==> src/rtl/ahb_pkg.sv <==
// Shared AHB transfer/burst encodings and beat-counter sizing for the bus arbiter.
package ahb_pkg;

  localparam int HTRANS_W = 2;
  localparam int HBURST_W = 3;
  localparam int BEAT_W   = 2;

  typedef enum logic [HTRANS_W-1:0] {
    HTRANS_IDLE   = 2'b00,
    HTRANS_BUSY   = 2'b01,
    HTRANS_NONSEQ = 2'b10,
    HTRANS_SEQ    = 2'b11
  } htrans_e;

  localparam logic [HBURST_W-1:0] HBURST_SINGLE = 3'b000;
  localparam logic [HBURST_W-1:0] HBURST_INCR4  = 3'b011;

  // Beats still to come after the NONSEQ of an INCR4 burst.
  localparam logic [BEAT_W-1:0] INCR4_BEATS_LEFT = 2'd3;

endpackage

==> src/rtl/ahb_bus_arbiter_if.sv <==
// Request/grant and transfer-qualifier signals between the AHB masters and the arbiter.
interface ahb_bus_arbiter_if
  import ahb_pkg::*;
#(
  parameter int NUM_MASTERS = 3,
  parameter int MW          = $clog2(NUM_MASTERS)
);
  logic [NUM_MASTERS-1:0] hbusreq;
  logic [NUM_MASTERS-1:0] hlock;
  logic [HTRANS_W-1:0]    htrans;
  logic [HBURST_W-1:0]    hburst;
  logic                   hready;
  logic [NUM_MASTERS-1:0] hgrant;
  logic [MW-1:0]          hmaster;
  logic                   hmastlock;

  modport slave (
    input  hbusreq, hlock, htrans, hburst, hready,
    output hgrant, hmaster, hmastlock
  );

  modport master (
    output hbusreq, hlock, htrans, hburst, hready,
    input  hgrant, hmaster, hmastlock
  );
endinterface

==> src/rtl/ahb_bus_arbiter_rr_pick.sv <==
// Combinational round-robin picker: scans last+1, last+2, ... and returns the first requester.
module rr_pick #(
  parameter int NUM_MASTERS = 3,
  parameter int MW          = $clog2(NUM_MASTERS)
) (
  input  logic [NUM_MASTERS-1:0] req,
  input  logic [MW-1:0]          last,
  output logic [NUM_MASTERS-1:0] gnt_onehot,
  output logic [MW-1:0]          gnt_idx,
  output logic                   any
);

  logic [MW-1:0] w_cand;

  always_comb begin
    gnt_onehot = '0;
    gnt_idx    = '0;
    any        = 1'b0;
    w_cand     = '0;
    for (int k = 1; k <= NUM_MASTERS; k++) begin
      w_cand = MW'((int'(last) + k) % NUM_MASTERS);
      if (!any && req[w_cand]) begin
        any                = 1'b1;
        gnt_idx            = w_cand;
        gnt_onehot[w_cand] = 1'b1;
      end
    end
  end

endmodule

==> src/rtl/ahb_bus_arbiter.sv <==
// Round-robin AHB arbiter in front of the AHB2APB bridge: holds INCR4 bursts and locked
// sequences on one master, parks on DEFAULT_MASTER, and tracks the address-phase owner.
module ahb_bus_arbiter
  import ahb_pkg::*;
#(
  parameter int NUM_MASTERS    = 3,
  parameter int MW             = $clog2(NUM_MASTERS),
  parameter int DEFAULT_MASTER = 0
) (
  input  logic              hclk,
  input  logic              hreset,
  ahb_bus_arbiter_if.slave  bus
);

  localparam logic [NUM_MASTERS-1:0] DEFAULT_GNT = NUM_MASTERS'(1) << DEFAULT_MASTER;
  localparam logic [MW-1:0]          DEFAULT_IDX = MW'(DEFAULT_MASTER);

  logic [BEAT_W-1:0]      r_beat_cnt;
  logic [BEAT_W-1:0]      w_beat_cnt_nxt;
  logic [NUM_MASTERS-1:0] r_hgrant;
  logic [NUM_MASTERS-1:0] w_hgrant_nxt;
  logic [MW-1:0]          r_gnt_idx;
  logic [MW-1:0]          w_gnt_idx_nxt;
  logic [MW-1:0]          r_rr_last;
  logic [MW-1:0]          w_rr_last_nxt;
  logic [MW-1:0]          r_hmaster;
  logic                   r_hmastlock;
  logic                   w_arb_en;
  logic [NUM_MASTERS-1:0] w_pick_onehot;
  logic [MW-1:0]          w_pick_idx;
  logic                   w_pick_any;

  rr_pick #(
    .NUM_MASTERS (NUM_MASTERS),
    .MW          (MW)
  ) u_rr_pick (
    .req        (bus.hbusreq),
    .last       (r_rr_last),
    .gnt_onehot (w_pick_onehot),
    .gnt_idx    (w_pick_idx),
    .any        (w_pick_any)
  );

  // Remaining-beat count of the current owner's burst; non-INCR4 bursts behave as SINGLE.
  always_comb begin
    w_beat_cnt_nxt = r_beat_cnt;
    case (bus.htrans)
      HTRANS_NONSEQ: w_beat_cnt_nxt = (bus.hburst == HBURST_INCR4) ? INCR4_BEATS_LEFT : '0;
      HTRANS_SEQ:    if (r_beat_cnt != '0) w_beat_cnt_nxt = r_beat_cnt - 1'b1;
      HTRANS_IDLE:   w_beat_cnt_nxt = '0;
      default:       w_beat_cnt_nxt = r_beat_cnt;
    endcase
  end

  assign w_arb_en = bus.hready && (w_beat_cnt_nxt == '0) && !bus.hlock[r_hmaster];

  always_comb begin
    w_hgrant_nxt  = r_hgrant;
    w_gnt_idx_nxt = r_gnt_idx;
    w_rr_last_nxt = r_rr_last;
    if (w_arb_en) begin
      if (w_pick_any) begin
        w_hgrant_nxt  = w_pick_onehot;
        w_gnt_idx_nxt = w_pick_idx;
        w_rr_last_nxt = w_pick_idx;
      end else begin
        w_hgrant_nxt  = DEFAULT_GNT;
        w_gnt_idx_nxt = DEFAULT_IDX;
      end
    end
  end

  // Ownership of the address phase follows the grant one hready-qualified edge later.
  always_ff @(posedge hclk) begin
    if (hreset) begin
      r_beat_cnt  <= '0;
      r_hgrant    <= DEFAULT_GNT;
      r_gnt_idx   <= DEFAULT_IDX;
      r_rr_last   <= DEFAULT_IDX;
      r_hmaster   <= DEFAULT_IDX;
      r_hmastlock <= 1'b0;
    end else if (bus.hready) begin
      r_beat_cnt  <= w_beat_cnt_nxt;
      r_hgrant    <= w_hgrant_nxt;
      r_gnt_idx   <= w_gnt_idx_nxt;
      r_rr_last   <= w_rr_last_nxt;
      r_hmaster   <= r_gnt_idx;
      r_hmastlock <= bus.hlock[r_gnt_idx];
    end
  end

  assign bus.hgrant    = r_hgrant;
  assign bus.hmaster   = r_hmaster;
  assign bus.hmastlock = r_hmastlock;

endmodule
==> src/flat_wrapper.sv <==
// flat-port wrapper written by rule: the top's interface ports become plain ports
module ahb_bus_arbiter_flat import ahb_pkg::*;
#(
  parameter int NUM_MASTERS    = 3,
  parameter int MW             = $clog2(NUM_MASTERS),
  parameter int DEFAULT_MASTER = 0
)
  (hclk, hreset, bus_hbusreq, bus_hlock, bus_htrans, bus_hburst, bus_hready, bus_hgrant, bus_hmaster, bus_hmastlock);
  ahb_bus_arbiter_if #(.NUM_MASTERS(NUM_MASTERS), .MW(MW)) bus_i ();
  input  logic hclk;
  input  logic hreset;
  input wire logic [$bits(bus_i.hbusreq)-1:0] bus_hbusreq;
  input wire logic [$bits(bus_i.hlock)-1:0] bus_hlock;
  input wire logic [$bits(bus_i.htrans)-1:0] bus_htrans;
  input wire logic [$bits(bus_i.hburst)-1:0] bus_hburst;
  input wire logic [$bits(bus_i.hready)-1:0] bus_hready;
  output wire logic [$bits(bus_i.hgrant)-1:0] bus_hgrant;
  output wire logic [$bits(bus_i.hmaster)-1:0] bus_hmaster;
  output wire logic [$bits(bus_i.hmastlock)-1:0] bus_hmastlock;
  assign bus_i.hbusreq = bus_hbusreq;
  assign bus_i.hlock = bus_hlock;
  assign bus_i.htrans = bus_htrans;
  assign bus_i.hburst = bus_hburst;
  assign bus_i.hready = bus_hready;
  assign bus_hgrant = bus_i.hgrant;
  assign bus_hmaster = bus_i.hmaster;
  assign bus_hmastlock = bus_i.hmastlock;
  ahb_bus_arbiter #(.NUM_MASTERS(NUM_MASTERS), .MW(MW), .DEFAULT_MASTER(DEFAULT_MASTER)) u_core (.hclk(hclk), .hreset(hreset), .bus(bus_i));
endmodule
==> config.mk <==
export PLATFORM = sky130hd
export DESIGN_NAME = ahb_bus_arbiter_flat
export DESIGN_NICKNAME = d
export VERILOG_FILES = /design/src/rtl/ahb_pkg.sv /design/src/rtl/ahb_bus_arbiter_if.sv /design/src/rtl/ahb_bus_arbiter_rr_pick.sv /design/src/rtl/ahb_bus_arbiter.sv /design/src/flat_wrapper.sv
export SDC_FILE = /design/constraint.sdc
export NUM_CORES = 1
export LEC_CHECK = 0
export CORE_UTILIZATION = 50
export CTS_BUF_LIST = sky130_fd_sc_hd__clkbuf_2 sky130_fd_sc_hd__clkbuf_4 sky130_fd_sc_hd__clkbuf_8
export DETAILED_ROUTE_END_ITERATION = 10
export PLACE_DENSITY = 0.81
export RECOVER_POWER = 50
export SYNTH_ARGS = -nofsm -noshare
export SYNTH_HDL_FRONTEND = slang
export SYNTH_SLANG_ARGS = --single-unit
==> constraint.sdc <==
create_clock -name hclk -period 2.38 [get_ports hclk]
set_input_delay 0.238 -clock hclk [delete_from_list [all_inputs] [get_ports hclk]]
set_output_delay 0.238 -clock hclk [all_outputs]
set_load 0.02 [all_outputs]
==> reports/qor.yml, run 1 <==
r2r_slack_ns: 0.43
cts_sinks: 12
hold_end: "u_core.bus.hgrant[2]"
fillerInstances: 123
worstSetupPathType: "flip-flop to flip-flop"
layout_setup_ws_ns: 0.432
min_period_over_period_pct: 81.9
drc_errors: 0
portBuffers: 19
nNetsFinal: 133
gp_congestion: 0.869
cts_tree: "done"
p_clk_share_pct: 30.1
cts_root_buffer: "clkbuf_4"
skew_ns: 0.00423
first_iter_violations: 20
synth_top_area_cell: "dfxtp_1"
rr_worst_depth: 7
avgSynthCellArea_um2: 8.47
grt.overflow.total: 0
cp_slowest_cell: "ha_1"
coreArea_um2: 1510
hold_start: "u_core.bus.hgrant[2]"
yosys.area.top_type_share_pct: 29.9
tns_ns: 0
die-area_um2: 1770
diodes: 0
die_y_um: 42.1
hold-path-cell-count: 2
grt_setup_unrepaired: "no"
synthTopCellsByArea: "dfxtp_1 (30%), mux2i_1 (10%), ha_1 (6.2%), nand3b_1 (4.7%), nor2_1 (4.7%)"
slew_headroom_pct: 62.0
dp_hpwl_um: 1330
seq_power_share_pct: 42.1
grt_pass1_wl_um: 3010
worstMarginPinSlew_ns: 0.568
vias_per_cell: 5.67
cp_max_fo: 10
start_util_pct: 53.4
route.vias.total: 737
rows: 14
cts-resized-gates: 0
vdd_ir_drop_max_mv: 0.294
cp_data_arrival_time_ns: 2.15
synth.distinct_cells: 33
clock_latency_ns: 0.27
h-tree-depth: 1
comb_power_share_pct: 27.8
syn_inst: 95
syn-cell-area_um2: 805
postCtsHoldBufs: 0
syn_to_final_growth_pct: 28.3
endpoint_kind: "flip-flop"
p_total_mw: 0.527
cpPeakStageDelay_ns: 0.43
power_density_nw_per_um2: 510
postCtsSetupRepairBufs: 0
finalCriticalPeriod_ns: 1.95
fin_cells: 130
yosysSeqAreaShare_pct: 29.9
fmax_ghz: 0.513
grt_max_degree: 15
synth_fp_nets: 113
track_usage_pct: 22.3
dp_slack_ns: 0.436
hold_violations: 0
setup_violations: 0
dr.pass1.iters: 4
routedWlPerCell_um: 12.7
path_cells: "inv_1, ha_1, nand3b_1, o21ai_1, o41ai_1, nand2_1, a21oi_1"
start_kind: "flip-flop"
yosys_warnings: 0
dp_cells: 126
internal_power_mw: 0.376
ys_seq_elements: 12
hp-class: "flip-flop to flip-flop"
cts_buffers: 3
leakagePower_nw: 0.374
worstReg2RegEnd: "u_core.bus.hgrant[2]"
drt-total-wl_um: 1650
netSwitchingPower_mw: 0.151
drv_cap: 0
antenna_found_initial: 0
run_status: "finished clean"
clk_pin_slew_ns: 0.08
drive_above_1_share_pct: 10.5
rr_startpoint: "u_core.r_rr_last[0]"
swShare_pct: 28.7
drtAntennaViolNets: 0
first_global_vias: 714
clockBufferDepth: 2
critPathRequiredTime_ns: 2.58
io_pins: 20
dieWidth_um: 42.1
drv_slew: 0
-- kinds of logic after synthesis --
group                      after synthesis  share of synthesized area [%]
adders and majority gates                4                           6.22
DFF                                     12                           29.9
AOI/OAI and AO/OA                       25                           21.5
muxes                                    8                           9.95
and+or+nand+nor                         38                           28.3
buffers and inverters                    8                           4.20
-- layout make-up --
class | instances | area [um2] | share of cell area (%)
Multi-Input combinational cell | 75 | 531 | 51.4
Sequential cell | 12 | 240 | 23.3
Timing Repair Buffer | 19 | 190 | 18.4
Clock buffer | 4 | 36.3 | 3.52
Tap cell | 16 | 20.0 | 1.94
Inverter | 4 | 15.0 | 1.45
-- power groups by stage --
stage                     Combinational [mW]  Clock, mW  Sequential [mW]
after floorplan                       0.0880          0            0.233
after global placement                 0.145          0            0.226
after detailed placement               0.148          0            0.227
after CTS                              0.149      0.166            0.222
after global routing                   0.162      0.178            0.224
final                                  0.146      0.159            0.222
-- state kept, by name, indices dropped and copies added, names as in the netlist --
name and cells:
u_core.bus.hmaster 2, u_core.bus.hmastlock 1, u_core.r_gnt_idx 2, u_core.r_beat_cnt 2, u_core.r_rr_last 2, u_core.bus.hgrant 3
-- critical path, delay by kind of cell (launching register included) --
family          cells  cell delay, ns
compound gates      3            0.71
fa+ha+maj           1            0.43
flops               1            0.38
simple gates        2            0.28
buf+inv             1            0.09
-- placed cells by master (no fill, tap or decap), types with 4 or more instances in the layout --
cell	Yosys	final
nor3_1	5	5
dlygate4sd3_1	0	6
nor2_1	10	10
mux2i_1	8	8
a21oi_1	6	6
o21a_1	4	4
inv_1	4	4
nand2_1	5	5
nand3b_1	5	5
ha_1	4	4
dfxtp_1	12	12
o21ai_1	4	4
clkdlybuf4s50_1	0	13
-- stage by stage --
stage	utilization (%)	instance area [um2]	hold WS (ns)
after CTS	68.5	1030	0.463
final	68.5	1030	0.456
after floorplan	-	805	0.334
after detailed placement	66.1	996	0.452
after global routing	68.5	1030	0.510
after global placement	66.1	996	0.468
-- worst max path at each step --
| stage | start | endpoint | slack (ns) |
|---|---|---|---|
| 2_1_floorplan | u_core.r_rr_last[0] | u_core.bus.hgrant[2] | 0.67 |
| 3_3_place_gp | bus_htrans[1] | u_core.r_rr_last[0] | 0.48 |
| 3_5_place_dp | u_core.r_rr_last[0] | u_core.bus.hgrant[2] | 0.44 |
| 4_1_cts | u_core.r_rr_last[0] | u_core.bus.hgrant[2] | 0.41 |
| 5_1_grt | u_core.r_rr_last[0] | u_core.bus.hgrant[2] | 0.19 |
| 6_report | u_core.r_rr_last[0] | u_core.bus.hgrant[2] | 0.43 |
-- synth_stat cells --
cell	count
or3_1	1
dfxtp_1	12
a22oi_1	1
and4b_1	1
a21oi_1	6
clkbuf_1	1
nand4b_1	1
or2b_1	1
o21ai_2	2
nor2b_4	1
o31ai_2	1
a2bb2oi_1	1
nor3b_2	1
buf_2	3
nor2_1	10
o31ai_1	1
nor3_2	2
nor2b_1	2
mux2i_1	8
o21ai_1	4
inv_1	4
o21a_1	4
nand2b_1	1
nand3_1	1
ha_1	4
o211ai_1	2
nand2_1	5
o41ai_1	1
o211a_1	1
nor2_2	1
o21ai_0	1
nor3_1	5
nand3b_1	5
-- per-layer routing --
layer | GRT usage (%) | wire length, um
met5 | 0 | 0
met4 | 5.63 | 9
met3 | 6.47 | 60
met2 | 37.5 | 794
met1 | 28.0 | 785
Power figures use the tool's default switching activity.
==> inputs of run 2 (changes only) <==
==> constraint.sdc (replaced) <==
create_clock -name hclk -period 2 [get_ports hclk]
set_input_delay 0.2 -clock hclk [delete_from_list [all_inputs] [get_ports hclk]]
set_output_delay 0.2 -clock hclk [all_outputs]
set_load 0.02 [all_outputs]
==> run 2 against run 1 <==
  * Critical path depth rose by 1
  * Sequential share of layout area is 0.11 points lower
  * Maximum frequency increased by 5.5%
  * Global-route usage fell by 0.47 points
  * Combinational power is 22% higher
  * Sequential power increased by 19%
  * Via count up 4.1%
  * Critical path type unchanged
  * Largest power group unchanged
==> reports/qor.yml, run 2 (synthesis results as in run 1) <==
final_common_cell: "clkdlybuf4s50_1"  # unchanged
start_util_pct: 53.4  # unchanged
clk_pin_slew_ns: 0.07  # was 0.08 ns
coreArea_um2: 1510  # unchanged
start_kind: "flip-flop"  # unchanged
p_clk_share_pct: 25.1  # was 30.1%
h-tree-depth: 1  # unchanged
drv_cap: 0  # unchanged
largest_reg_flops: 3  # unchanged
final_cell_mix: "clkdlybuf4s50_1 (13), dfxtp_1 (12), nor2_1 (10), mux2i_1 (8)"  # unchanged
cts_root_buffer: "clkbuf_4"  # unchanged
dieWidth_um: 42.1  # unchanged
skew_ns: 0.00107  # was 0.00423 ns
clockBufferDepth: 2  # unchanged
vdd_ir_drop_max_mv: 0.531  # was 0.294 mV
grt_setup_unrepaired: "no"  # unchanged
die_y_um: 42.1  # unchanged
cts_sinks: 12  # unchanged
portBuffers: 19  # unchanged
dp_hpwl_um: 1370  # was 1330 um
grt_max_degree: 15  # unchanged
tns_ns: 0  # unchanged
slew_headroom_pct: 60.2  # was 62.0%
drtAntennaViolNets: 0  # unchanged
power_density_nw_per_um2: 570  # was 510 nW/um2
seq_power_share_pct: 44.7  # was 42.1%
drc_errors: 0  # unchanged
fmax_ghz: 0.542  # was 0.513 GHz
antenna_found_initial: 0  # unchanged
grt_pass1_wl_um: 2990  # was 3010 um
endpoint_kind: "flip-flop"  # unchanged
postCtsHoldBufs: 0  # unchanged
run_status: "finished clean"  # unchanged
cts_buffers: 3  # unchanged
postCtsSetupRepairBufs: 0  # unchanged
drt-total-wl_um: 1690  # was 1650 um
internal_power_mw: 0.411  # was 0.376 mW
io_pins: 20  # unchanged
worstSetupPathType: "flip-flop to flip-flop"  # unchanged
comb_power_share_pct: 30.2  # was 27.8%
critPathRequiredTime_ns: 2.14  # was 2.58 ns
diodes: 0  # unchanged
cp_max_fo: 7  # was 10
hold_violations: 0  # unchanged
leakagePower_nw: 0.380  # was 0.374 nW
first_global_vias: 738  # was 714
route.vias.total: 767  # was 737
dr.pass1.iters: 4  # unchanged
first_iter_violations: 20  # unchanged
final_core_util_pct: 68.9  # was 68.5%
syn_to_final_growth_pct: 28.9  # was 28.3%
swShare_pct: 30.5  # was 28.7%
min_period_over_period_pct: 92.3  # was 81.9%
grt.overflow.total: 0  # unchanged
routedWlPerCell_um: 12.8  # was 12.7 um
timing.hold.ws_ns: 0.475  # was 0.456 ns
vias_per_cell: 5.81  # was 5.67
drv_slew: 0  # unchanged
worstMarginPinSlew_ns: 0.590  # was 0.568 ns
gp_congestion: 0.888  # was 0.869
hp-class: "flip-flop to flip-flop"  # unchanged
dp_cells: 129  # was 126
cp_data_arrival_time_ns: 1.99  # was 2.15 ns
finalCriticalPeriod_ns: 1.85  # was 1.95 ns
die-area_um2: 1770  # unchanged
track_usage_pct: 21.8  # was 22.3%
nNetsFinal: 136  # was 133
clock_latency_ns: 0.27  # about the same
cts_tree: "done"  # unchanged
rows: 14  # unchanged
setup_violations: 0  # unchanged
drive_above_1_share_pct: 11.2  # was 10.5%
cts-resized-gates: 0  # unchanged
netSwitchingPower_mw: 0.180  # was 0.151 mW
fin_cells: 132  # was 130
## run 2: critical path, stage by stage (launching register included)
cell,delay [ns]
dfxtp_1,0.37
inv_1,0.09
ha_1,0.33
buf_4,0.16
nand3b_1,0.10
and4b_1,0.20
mux2i_1,0.20
o211a_1,0.21
nor3_1,0.05
## run 2: layer usage
layer  global-route usage (%)  vias to the layer above  wire length (um)  share of wire [%]
met1                     27.3                      358               781                 46
li1                         -                      391                 -                  -
met4                     5.63                        0                14               0.83
met2                     36.6                       16               825                 49
met3                     6.47                        2                72                4.3
met5                        0                        -                 0                  0
## run 2: path summary, 6_finish.rpt
check	slack (ns)	cells past startpoint	start	end
max reg2reg	0.15	8	u_core.r_rr_last[0]	u_core.bus.hgrant[1]
min reg2reg	0.48	2	u_core.bus.hgrant[2]	u_core.bus.hgrant[2]
max	0.15	8	u_core.r_rr_last[0]	u_core.bus.hgrant[1]
min	0.48	2	u_core.bus.hgrant[2]	u_core.bus.hgrant[2]
## run 2: stage by stage
step                      area, um2  worst slack, ns  total power [mW]
final                          1040            0.154             0.591
after global placement         1020            0.169             0.448
after CTS                      1040            0.156             0.600
after global routing           1040           0.0106             0.628
after floorplan                 805            0.291             0.382
after detailed placement       1020            0.125             0.452
## run 2: power by group through the flow
stage	sequential (mW)	combinational, mW	clock [mW]
5_1_grt	0.266	0.197	0.164
4_1_cts	0.265	0.183	0.152
6_report	0.264	0.178	0.149
3_3_place_gp	0.270	0.178	0
3_5_place_dp	0.270	0.182	0
2_1_floorplan	0.277	0.105	0
## run 2: cell type report
type,instances,area [um2]
fillers,136,469
clock buffers,3,22.5
inverters,4,15.0
flip-flops and latches,12,240
repair buffers,22,213
well taps,16,20.0
multi-input cells,75,527
==> inputs of run 3 (changes only) <==
--- a/config.mk
+++ b/config.mk
@@ -5,10 +5,14 @@
 export SDC_FILE = /design/constraint.sdc
 export NUM_CORES = 1
 export LEC_CHECK = 0
-export CORE_UTILIZATION = 50
+export CELL_PAD_IN_SITES_DETAIL_PLACEMENT = 0
+export CELL_PAD_IN_SITES_GLOBAL_PLACEMENT = 2
+export CORE_ASPECT_RATIO = 1.5
+export CORE_MARGIN = 4
+export CORE_UTILIZATION = 29
 export CTS_BUF_LIST = sky130_fd_sc_hd__clkbuf_2 sky130_fd_sc_hd__clkbuf_4 sky130_fd_sc_hd__clkbuf_8
 export DETAILED_ROUTE_END_ITERATION = 10
-export PLACE_DENSITY = 0.81
+export PLACE_DENSITY_LB_ADDON = 0.1
 export RECOVER_POWER = 50
 export SYNTH_ARGS = -nofsm -noshare
 export SYNTH_HDL_FRONTEND = slang
==> run 3 against run 2 <==
  * Sequential power hardly changed
  * Critical path depth stayed put
  * Clock power is 77% higher
  * Wire length is 16% higher
==> reports/qor.yml, run 3 (synthesis results as in run 1) <==
largest_reg_flops: 3  # unchanged
first_iter_violations: 6  # was 20
dp_hpwl_um: 1670  # was 1370 um
syn_to_final_growth_pct: 42.1  # was 28.9%
dieWidth_um: 51.0  # was 42.1 um
routedWlPerCell_um: 12.3  # was 12.8 um
vdd_ir_drop_max_mv: 0.414  # was 0.531 mV
setup_violations: 0  # unchanged
postCtsSetupRepairBufs: 0  # unchanged
drv_cap: 0  # unchanged
cp_data_arrival_time_ns: 2.01  # was 1.99 ns
die-area_um2: 3700  # was 1770 um2
tns_ns: 0  # unchanged
drtAntennaViolNets: 0  # unchanged
drive_above_1_share_pct: 16.4  # was 11.2%
final_cell_mix: "clkdlybuf4s50_1 (15), dfxtp_1 (12), nor2_1 (10), mux2i_1 (8), buf_4 (8)"  # was clkdlybuf4s50_1 (13), dfxtp_1 (12), nor2_1 (10), mux2i_1 (8)
finalCriticalPeriod_ns: 1.84  # was 1.85 ns
gp_congestion: 0.740  # was 0.888
final_common_cell: "clkdlybuf4s50_1"  # unchanged
worstMarginPinSlew_ns: 0.528  # was 0.590 ns
cts_root_buffer: "clkbuf_8"  # was clkbuf_4
cp_max_fo: 8  # was 7
coreArea_um2: 2680  # was 1510 um2
crit_buf_inv: 2  # unchanged
power_density_nw_per_um2: 638  # was 570 nW/um2
endpoint_kind: "flip-flop"  # unchanged
h-tree-depth: 1  # unchanged
layout_setup_ws_ns: 0.157  # was 0.154 ns
hold_violations: 0  # unchanged
fmax_ghz: 0.543  # was 0.542 GHz
clockBufferDepth: 2  # unchanged
die_y_um: 72.5  # was 42.1 um
first_global_vias: 759  # was 738
cpPeakStageDelay_ns: 0.41  # was 0.37 ns
diodes: 0  # unchanged
slew_headroom_pct: 64.7  # was 60.2%
skew_ns: 0.00260  # was 0.00107 ns
postCtsHoldBufs: 0  # unchanged
nNetsFinal: 141  # was 136
vias_per_cell: 4.93  # was 5.81
p_total_mw: 0.730  # was 0.591 mW
cpMostUsedCell: "o21ai_1"
clock_latency_ns: 0.24  # was 0.27 ns
worstSetupPathType: "flip-flop to flip-flop"  # unchanged
clk_pin_slew_ns: 0.05  # was 0.07 ns
route.vias.total: 784  # was 767
dp_slack_ns: 0.101  # was 0.125 ns
start_util_pct: 30.1  # was 53.4%
path_cells: "inv_1, ha_1, nand3b_1, o21ai_1, buf_4, nor3b_4, o21ai_1, a21oi_1"  # was inv_1, ha_1, buf_4, nand3b_1, and4b_1, mux2i_1, o211a_1, nor3_1
portBuffers: 19  # unchanged
hp-class: "flip-flop to flip-flop"  # unchanged
timing.hold.ws_ns: 0.458  # was 0.475 ns
antenna_found_initial: 0  # unchanged
run_status: "finished clean"  # unchanged
rows: 23  # was 14
critPathRequiredTime_ns: 2.16  # was 2.14 ns
dr.pass1.iters: 4  # unchanged
fillerInstances: 292  # was 136
track_usage_pct: 11.6  # was 21.8%
cts_buffers: 3  # unchanged
grt.overflow.total: 0  # unchanged
drv_slew: 0  # unchanged
cts_tree: "done"  # unchanged
grt_setup_unrepaired: "yes"  # was no
leakagePower_nw: 0.425  # was 0.380 nW
drt-total-wl_um: 1960  # was 1690 um
min_period_over_period_pct: 92.2  # was 92.3%
start_kind: "flip-flop"  # unchanged
final_core_util_pct: 42.7  # was 68.9%
grt_pass1_wl_um: 3260  # was 2990 um
cpLargestDelayFamily: "simple AND/OR/NAND/NOR gates"  # was flip-flops
drc_errors: 0  # unchanged
grt_max_degree: 15  # unchanged
io_pins: 20  # unchanged
cp_slowest_cell: "ha_1"  # was dfxtp_1
cts_sinks: 12  # unchanged
[run 3: cell types whose count changed in the layout (fill, tap and decap cells not counted), sizes merged]
cell,delta
clkbuf,+1
clkdlybuf4s50,+2
dlygate4sd3,-2
buf,+5
[run 3: cell type report]
| class | count | area [um2] | share of cell area [%] |
|---|---|---|---|
| Inverter | 4 | 15.0 | 1.31 |
| Timing Repair Buffer | 27 | 250 | 21.9 |
| Clock buffer | 4 | 55.1 | 4.81 |
| Sequential cell | 12 | 240 | 21.0 |
| Tap cell | 37 | 46.3 | 4.05 |
| Multi-Input combinational cell | 75 | 537 | 46.9 |
[run 3: what timing repair did]
item,in CTS,in global routing
gates resized for setup,0,1
hold endpoints to repair,0,0
endpoints found under the setup margin,0,4
[run 3: worst paths after layout]
path                             start                    to  slack [ns]  cells past startpoint
setup / recovery   u_core.r_rr_last[0]   u_core.r_rr_last[1]        0.16                      8
hold / removal    u_core.bus.hgrant[2]  u_core.bus.hgrant[2]        0.46                      2
setup reg to reg   u_core.r_rr_last[0]   u_core.r_rr_last[1]        0.16                      8
hold reg to reg   u_core.bus.hgrant[2]  u_core.bus.hgrant[2]        0.46                      2
[run 3: worst min-delay path, delay by kind of cell, from the launching register on]
family,cells,cell delay (ns)
flops,1,0.30
simple gates,1,0.05
compound gates,1,0.05
[run 3: report_power, final]
part / internal, mW / total [mW] / switching [mW] / leakage, nW
combinational: 0.103 / 0.201 / 0.0981 / 0.299
clock: 0.174 / 0.264 / 0.0897 / 0.0288
sequential: 0.254 / 0.265 / 0.0106 / 0.0982
total: 0.532 / 0.730 / 0.198 / 0.425
[run 3: through the flow]
| stage | cells | area [um2] |
|---|---|---|
| after floorplan | 95 | 805 |
| after global placement | 155 | 1080 |
| after detailed placement | 155 | 1080 |
| after CTS | 159 | 1140 |
| after global routing | 159 | 1140 |
| final | 159 | 1140 |
[run 3: per-layer routing]
metal  vias to the layer above  track usage (%)  wire (um)
li1                        397                -          -
met1                       366             10.9        714
met2                        17             23.5       1120
met3                         4             1.64         88
met4                         0             5.39         40
met5                         -                0          0
